===== config.mk =====
export PLATFORM = sky130hd
export DESIGN_NAME = mem_access_stage_flat
export DESIGN_NICKNAME = d
export VERILOG_FILES = /design/src/rtl/mem_stage_pkg.sv /design/src/rtl/mem_access_stage_if.sv /design/src/rtl/mem_timeout_ctr.sv /design/src/rtl/mem_access_stage.sv /design/src/flat_wrapper.sv
export SDC_FILE = /design/constraint.sdc
export NUM_CORES = 1
export LEC_CHECK = 0
export ABC_AREA = 1
export CELL_PAD_IN_SITES_DETAIL_PLACEMENT = 0
export CELL_PAD_IN_SITES_GLOBAL_PLACEMENT = 2
export CORE_MARGIN = 10
export CORE_UTILIZATION = 22
export DETAILED_ROUTE_END_ITERATION = 12
export PLACE_DENSITY_LB_ADDON = 0.1
export SLEW_MARGIN = 0
export SYNTH_ARGS = -nofsm -noshare
export SYNTH_HDL_FRONTEND = slang
export SYNTH_SLANG_ARGS = --single-unit

===== constraint.sdc =====
create_clock -name clk -period 1.8 [get_ports clk]
set_input_delay 0.18 -clock clk [delete_from_list [all_inputs] [get_ports clk]]
set_output_delay 0.18 -clock clk [all_outputs]
set_load 0.1 [all_outputs]

===== src/rtl/mem_stage_pkg.sv =====
// rtl/mem_stage_pkg.sv - shared types and constants for the memory access stage
package mem_stage_pkg;

  typedef enum logic [1:0] {
    IDLE = 2'd0,
    REQ  = 2'd1,
    RESP = 2'd2,
    WB   = 2'd3
  } state_t;

  localparam logic [3:0] PC_REG          = 4'd15;
  localparam int         DEFAULT_TIMEOUT = 64;
  localparam int         DEFAULT_ADDR_W  = 11;

endpackage


===== src/rtl/mem_access_stage_if.sv =====
// rtl/mem_access_stage_if.sv - req/gnt/rvalid bus between the stage and the data RAM
interface mem_access_stage_if #(
  parameter int ADDR_W = 11
);

  logic              mem_req;
  logic              mem_we;
  logic [ADDR_W-1:0] mem_addr;
  logic [31:0]       mem_wdata;
  logic              mem_gnt;
  logic              mem_rvalid;
  logic [31:0]       mem_rdata;

  modport master (
    output mem_req, mem_we, mem_addr, mem_wdata,
    input  mem_gnt, mem_rvalid, mem_rdata
  );

  modport slave (
    input  mem_req, mem_we, mem_addr, mem_wdata,
    output mem_gnt, mem_rvalid, mem_rdata
  );

endinterface


===== src/rtl/mem_timeout_ctr.sv =====
// rtl/mem_timeout_ctr.sv - cycle counter that flags an outstanding access as expired
module mem_timeout_ctr #(
  parameter int TIMEOUT = 64
) (
  input  logic clk,
  input  logic rst_n,
  input  logic clear,
  input  logic enable,
  output logic expired
);

  localparam int            CW   = $clog2(TIMEOUT);
  localparam logic [CW-1:0] LAST = CW'(TIMEOUT - 1);

  logic [CW-1:0] cnt_q;

  always_ff @(posedge clk or negedge rst_n) begin
    if (!rst_n) begin
      cnt_q <= '0;
    end else if (clear) begin
      cnt_q <= '0;
    end else if (enable) begin
      cnt_q <= cnt_q + CW'(1);
    end
  end

  // The owner leaves REQ/RESP on expiry, so the counter never wraps past LAST.
  assign expired = enable && (cnt_q == LAST);

endmodule


===== src/rtl/mem_access_stage.sv =====
// rtl/mem_access_stage.sv - LDR/STR memory stage between execute and the regfile write-back
module mem_access_stage
  import mem_stage_pkg::*;
#(
  parameter int ADDR_W  = DEFAULT_ADDR_W,
  parameter int TIMEOUT = DEFAULT_TIMEOUT
) (
  input  logic                 clk,
  input  logic                 rst_n,

  input  logic                 ex_valid,
  output logic                 ex_ready,
  input  logic                 ex_is_ldr,
  input  logic                 ex_is_str,
  input  logic [31:0]          ex_addr,
  input  logic [31:0]          ex_str_data,
  input  logic [3:0]           ex_rd,

  mem_access_stage_if.master   mem,

  output logic                 w_en_ldr,
  output logic [3:0]           w_addr_ldr,
  output logic [31:0]          w_data_ldr,
  output logic                 ldr_to_pc,
  output logic                 err,
  output logic                 busy
);

  state_t            state_q, state_d;
  logic              is_ldr_q;
  logic [ADDR_W-1:0] addr_q;
  logic [31:0]       wdata_q;
  logic [3:0]        rd_q;
  logic              err_q, err_d;
  logic [3:0]        w_addr_q;
  logic [31:0]       w_data_q;

  logic accept;
  logic start;
  logic capture;
  logic misaligned;
  logic out_of_range;
  logic expired;

  assign accept       = ex_valid && (state_q == IDLE);
  assign misaligned   = (ex_addr[1:0] != 2'b00);
  assign out_of_range = |ex_addr[31:ADDR_W+2];

  mem_timeout_ctr #(
    .TIMEOUT (TIMEOUT)
  ) u_timeout (
    .clk     (clk),
    .rst_n   (rst_n),
    .clear   (start),
    .enable  ((state_q == REQ) || (state_q == RESP)),
    .expired (expired)
  );

  always_comb begin
    state_d = state_q;
    err_d   = 1'b0;
    start   = 1'b0;
    capture = 1'b0;
    case (state_q)
      IDLE: begin
        if (accept) begin
          if (ex_is_ldr && ex_is_str) begin
            err_d = 1'b1;
          end else if (ex_is_ldr || ex_is_str) begin
            if (misaligned || out_of_range) begin
              err_d = 1'b1;
            end else begin
              start   = 1'b1;
              state_d = REQ;
            end
          end
        end
      end
      REQ: begin
        // Completion outranks expiry when both land in the same cycle.
        if (mem.mem_gnt) begin
          if (!is_ldr_q) begin
            state_d = IDLE;
          end else if (mem.mem_rvalid) begin
            capture = 1'b1;
            state_d = WB;
          end else begin
            state_d = RESP;
          end
        end else if (expired) begin
          err_d   = 1'b1;
          state_d = IDLE;
        end
      end
      RESP: begin
        if (mem.mem_rvalid) begin
          capture = 1'b1;
          state_d = WB;
        end else if (expired) begin
          err_d   = 1'b1;
          state_d = IDLE;
        end
      end
      WB: begin
        state_d = IDLE;
      end
      default: begin
        state_d = IDLE;
      end
    endcase
  end

  always_ff @(posedge clk or negedge rst_n) begin
    if (!rst_n) begin
      state_q  <= IDLE;
      err_q    <= 1'b0;
      is_ldr_q <= 1'b0;
      addr_q   <= '0;
      wdata_q  <= '0;
      rd_q     <= '0;
      w_addr_q <= '0;
      w_data_q <= '0;
    end else begin
      state_q <= state_d;
      err_q   <= err_d;
      if (start) begin
        is_ldr_q <= ex_is_ldr;
        addr_q   <= ex_addr[ADDR_W+1:2];
        wdata_q  <= ex_str_data;
        rd_q     <= ex_rd;
      end
      // Write-back regs only move on capture so forwarding sees stable values.
      if (capture) begin
        w_addr_q <= rd_q;
        w_data_q <= mem.mem_rdata;
      end
    end
  end

  assign ex_ready      = (state_q == IDLE);
  assign busy          = (state_q != IDLE);
  assign mem.mem_req   = (state_q == REQ);
  assign mem.mem_we    = (state_q == REQ) && !is_ldr_q;
  assign mem.mem_addr  = addr_q;
  assign mem.mem_wdata = wdata_q;

  assign w_en_ldr   = (state_q == WB);
  assign ldr_to_pc  = (state_q == WB) && (w_addr_q == PC_REG);
  assign w_addr_ldr = w_addr_q;
  assign w_data_ldr = w_data_q;
  assign err        = err_q;

endmodule

===== src/flat_wrapper.sv =====
// flat-port wrapper written by rule: the top's interface ports become plain ports
module mem_access_stage_flat import mem_stage_pkg::*;
#(
  parameter int ADDR_W  = DEFAULT_ADDR_W,
  parameter int TIMEOUT = DEFAULT_TIMEOUT
)
  (clk, rst_n, ex_valid, ex_ready, ex_is_ldr, ex_is_str, ex_addr, ex_str_data, ex_rd, w_en_ldr, w_addr_ldr, w_data_ldr, ldr_to_pc, err, busy, mem_mem_req, mem_mem_we, mem_mem_addr, mem_mem_wdata, mem_mem_gnt, mem_mem_rvalid, mem_mem_rdata);
  mem_access_stage_if #(.ADDR_W(ADDR_W)) mem_i ();
  input  logic clk;
  input  logic rst_n;
  input  logic ex_valid;
  output logic ex_ready;
  input  logic ex_is_ldr;
  input  logic ex_is_str;
  input  logic [31:0] ex_addr;
  input  logic [31:0] ex_str_data;
  input  logic [3:0] ex_rd;
  output logic w_en_ldr;
  output logic [3:0] w_addr_ldr;
  output logic [31:0] w_data_ldr;
  output logic ldr_to_pc;
  output logic err;
  output logic busy;
  output wire logic [$bits(mem_i.mem_req)-1:0] mem_mem_req;
  output wire logic [$bits(mem_i.mem_we)-1:0] mem_mem_we;
  output wire logic [$bits(mem_i.mem_addr)-1:0] mem_mem_addr;
  output wire logic [$bits(mem_i.mem_wdata)-1:0] mem_mem_wdata;
  input wire logic [$bits(mem_i.mem_gnt)-1:0] mem_mem_gnt;
  input wire logic [$bits(mem_i.mem_rvalid)-1:0] mem_mem_rvalid;
  input wire logic [$bits(mem_i.mem_rdata)-1:0] mem_mem_rdata;
  assign mem_mem_req = mem_i.mem_req;
  assign mem_mem_we = mem_i.mem_we;
  assign mem_mem_addr = mem_i.mem_addr;
  assign mem_mem_wdata = mem_i.mem_wdata;
  assign mem_i.mem_gnt = mem_mem_gnt;
  assign mem_i.mem_rvalid = mem_mem_rvalid;
  assign mem_i.mem_rdata = mem_mem_rdata;
  mem_access_stage #(.ADDR_W(ADDR_W), .TIMEOUT(TIMEOUT)) u_core (.clk(clk), .rst_n(rst_n), .ex_valid(ex_valid), .ex_ready(ex_ready), .ex_is_ldr(ex_is_ldr), .ex_is_str(ex_is_str), .ex_addr(ex_addr), .ex_str_data(ex_str_data), .ex_rd(ex_rd), .mem(mem_i), .w_en_ldr(w_en_ldr), .w_addr_ldr(w_addr_ldr), .w_data_ldr(w_data_ldr), .ldr_to_pc(ldr_to_pc), .err(err), .busy(busy));
endmodule

==> impl_results.md <==
* Status: finished clean
* Total wire length at around 14 mm
* Syn Area/Cell at ~8.5 um^2
* Gpl congestion at ~0.75
* P_sw at 0.00182 W
* Post-synth cell types at 22
* Grt ovf at 0
* Worst r2r dst: u_core.err
* Core footprint at roughly 18000 um^2
* Area Growth Syn to Fin at 60.4%
* CP arrival at about 1.4 ns
* Largest net degree at the start of global routing at between 70 and 80
* Chip Width at roughly 160 um
* Clock slew at reported path FFs at 0.06 ns
* Final min period at ~1.6 ns
* NumNets Final at a little under 800
* Vias per cell at around 4.2
* Seq cells post-synth at between 90 and 100
* DRT Pass-1 Iters at 6
* Std-Cell Rows at 49
* # DRC at 0
* Slowest cell on crit path: dfrtp_2
* Sequential share of the synthesized area at 0.568
* Area contributors post-synth: dfrtp_1, nand2_1, nand4_1
* Diode count at 0
* PwrDens at around 900 nW/um^2
* Clock Latency Late Sink at around 0.34 ns
* R2r setup slk at about 0.19 ns
* Slew headroom at 0.638
* TritonCTS Sinks at 93
* Num CTS Buffers at 9
* CP top delay family: flip-flops
* Synthesized area at 4100 um^2
* Share of cells above drive strength 1 at 0.197
* Util after Layout at 0.362
* Vias in the first global route at 3906
* Synth Instances at 482
* Antenna violations before repair at 0
* Worst Setup Slack, final at 0.180 ns
* Endpoints failing setup at 0
* CP max stage delay at 0.36 ns
* # resized after CTS at 0
* CP required at approximately 1.6 ns
* Final Slew Violations at 0
* Critical setup path kind: flip-flop to primary output
* Avg WL per Cell at 16.0 um
* Total Routing Usage GR at 0.116
* RSZ-0062 raised after global routing: false
* IO buf count at 192
* Sequential power share at 0.390
* Antenna viol nets, final at 0
* Vias at 3823
* Die ar. at between 20000 and 25000 um^2
* Fin crit share at 0.900
* Post-place setup slack at roughly 0.019 ns
* Max cap viols at 0
* R2r worst-path depth at 7
* Startpoint types: flip-flop
* First-pass GRT wire length at between 20 and 25 mm
* H-tree levels at 3
* Starting Density at 0.226
* Crit path buf inv count at 2
* Post-synth top area share at 0.568
* Crit-path cells: buf_4 > ha_4 > nand2_1 > nor2_4 > buf_12
* Post-synth top area cell: dfrtp_1
* Switching part of the total at 0.316
* Worst-path maximum fanout at 4
* Height of the die at between 150 and 200 um
* Logic gate share of total power at 0.274
* Synth Warn # at 0
* DPL Wire Length at around 11 mm
* Hold buffers post-CTS at 1
* Fmax at a little over 600 MHz
* Final Hold Violating Endpoints at 0
* RR Startpoint: u_core.state_q[1]
* Area after DPL at 6260 um^2
* Synth Net Count at about 590
* Post-CTS setup buffer count at 0
* IO Pins at between 150 and 200
* Final Cell Area at ~6600 um^2
* Worst setup EP type: primary output
* CTS tree: built
* Slew of the pin with the lowest slew margin at approximately 0.54 ns
* Initial DRC count at a little over 200
* Clock power frac at 0.336
* Sum of negative setup slack at 0 ns
* Root buf cell: clkbuf_16
* Clock skew at ~0.0082 ns
* Worst vdd ir at between 0.0004 and 0.0005 V
* Worst min-delay path class: input pin to asynchronous set/reset pin
* CTS Buffer Depth at 2
* Static leakage at approximately 3.3 nW
* Int Power at 0.00394 W
[Yosys cell counts]
library cell,n
o21ai_0,37
buf_2,6
nor2_2,1
xnor2_1,2
buf_4,4
nand3_2,1
nand4_1,50
clkbuf_1,17
dfrtp_1,93
ha_1,5
a21oi_1,3
nor2_1,34
nor3_1,1
nand3_1,11
xor2_1,2
nand2b_1,1
buf_6,1
or2_2,2
inv_1,49
nand2_1,160
mux2i_1,1
or2_1,1
[layout make-up]
class,instances,area (um^2)
timing repair buffer,205,1950
inverter,49,188
sequential,93,2330
clock inverter,6,68.8
multi-input combinational,312,1510
clock buffer,9,225
tap,229,287
fill,1866,11600
[power groups by stage]
| stage | combinational, W | clock, W | sequential [W] |
|---|---|---|---|
| 6_report | 0.00157 | 0.00193 | 0.00225 |
| 3_3_place_gp | 0.00159 | 0 | 0.00228 |
| 2_1_floorplan | 0.000854 | 0 | 0.00234 |
| 4_1_cts | 0.00160 | 0.00203 | 0.00225 |
| 3_5_place_dp | 0.00159 | 0 | 0.00229 |
| 5_1_grt | 0.00170 | 0.00213 | 0.00226 |
[how the worst max path moves through the flow]
| stage | start | depth (start not counted) | slack [ns] | end |
|---|---|---|---|---|
| floorplan | u_core.state_q[1] | 8 | 0.009 | u_core.w_data_ldr[0] |
| global placement | ex_addr[13] | 9 | 0.05 | u_core.mem.mem_wdata[15] |
| detailed placement | ex_addr[1] | 10 | 0.02 | u_core.mem.mem_wdata[9] |
| CTS | u_core.state_q[0] | 5 | 0.14 | ldr_to_pc |
| global route | u_core.state_q[1] | 7 | 0.03 | u_core.err |
| finish | u_core.state_q[0] | 5 | 0.18 | ldr_to_pc |
[through the flow]
step / power, W / hold slack (ns) / std cells
global route: 0.00609 / 0.382 / 903
finish: 0.00576 / 0.351 / 903
global placement: 0.00388 / 0.197 / 887
CTS: 0.00587 / 0.365 / 903
detailed placement: 0.00387 / 0.192 / 887
floorplan: 0.00319 / -0.116 / 482
[logic make-up after synthesis]
kind of cell             after synthesis  share of synthesized area
XOR/XNOR                               4                    0.00855
multiplexers                           1                    0.00244
adder cells (fa/ha/maj)                5                     0.0153
AND/OR/NAND/NOR                      262                      0.279
buffers and inverters                 77                     0.0779
AO/OA/AOI/OAI                         40                     0.0489
flip-flops                            93                      0.568
[worst reg2reg max path, delay by kind of cell (launching register included)]
| kind | cells | cell delay (ns) |
|---|---|---|
| simple gates | 3 | 0.59 |
| buf+inv | 2 | 0.12 |
| compound gates | 1 | 0.15 |
| fa+ha+maj | 1 | 0.32 |
| flops | 1 | 0.35 |
[layer usage]
metal | vias up | wire length (um) | track usage
li1 | 1922 | - | -
met1 | 1783 | 6360 | 0.144
met2 | 107 | 6840 | 0.184
met3 | 11 | 1120 | 0.0425
met4 | 0 | 167 | 0.0378
met5 | - | 0 | 0
[placed cells by master (no fill, tap or decap), types with 2 or more instances in the layout]
cell type | synthesis | routed
a21oi_1 | 3 | 3
ha_4 | 0 | 3
dfrtp_2 | 0 | 5
xor2_1 | 2 | 2
nand4_1 | 50 | 50
nand2_1 | 160 | 160
o21ai_0 | 37 | 37
or2_2 | 2 | 2
inv_2 | 0 | 3
xnor2_1 | 2 | 2
nand3_1 | 11 | 10
buf_4 | 4 | 87
nand3_2 | 1 | 2
dfrtp_1 | 93 | 88
clkinvlp_4 | 0 | 2
ha_1 | 5 | 2
clkbuf_16 | 0 | 9
inv_6 | 0 | 3
clkdlybuf4s50_1 | 0 | 105
inv_1 | 49 | 44
nor2_4 | 0 | 3
nor2_1 | 34 | 32
buf_12 | 0 | 12
[flip-flops by register name (all words and copies together) (netlist names)]
name and count:
u_core.u_timeout.cnt_q 6, u_core.w_data_ldr 32, u_core.err 1, u_core.mem.mem_wdata 32, u_core.w_addr_ldr 4, u_core.is_ldr_q 1
u_core.state_q 2, u_core.rd_q 4, u_core.mem.mem_addr 11
(Power assumes the default switching activity.)
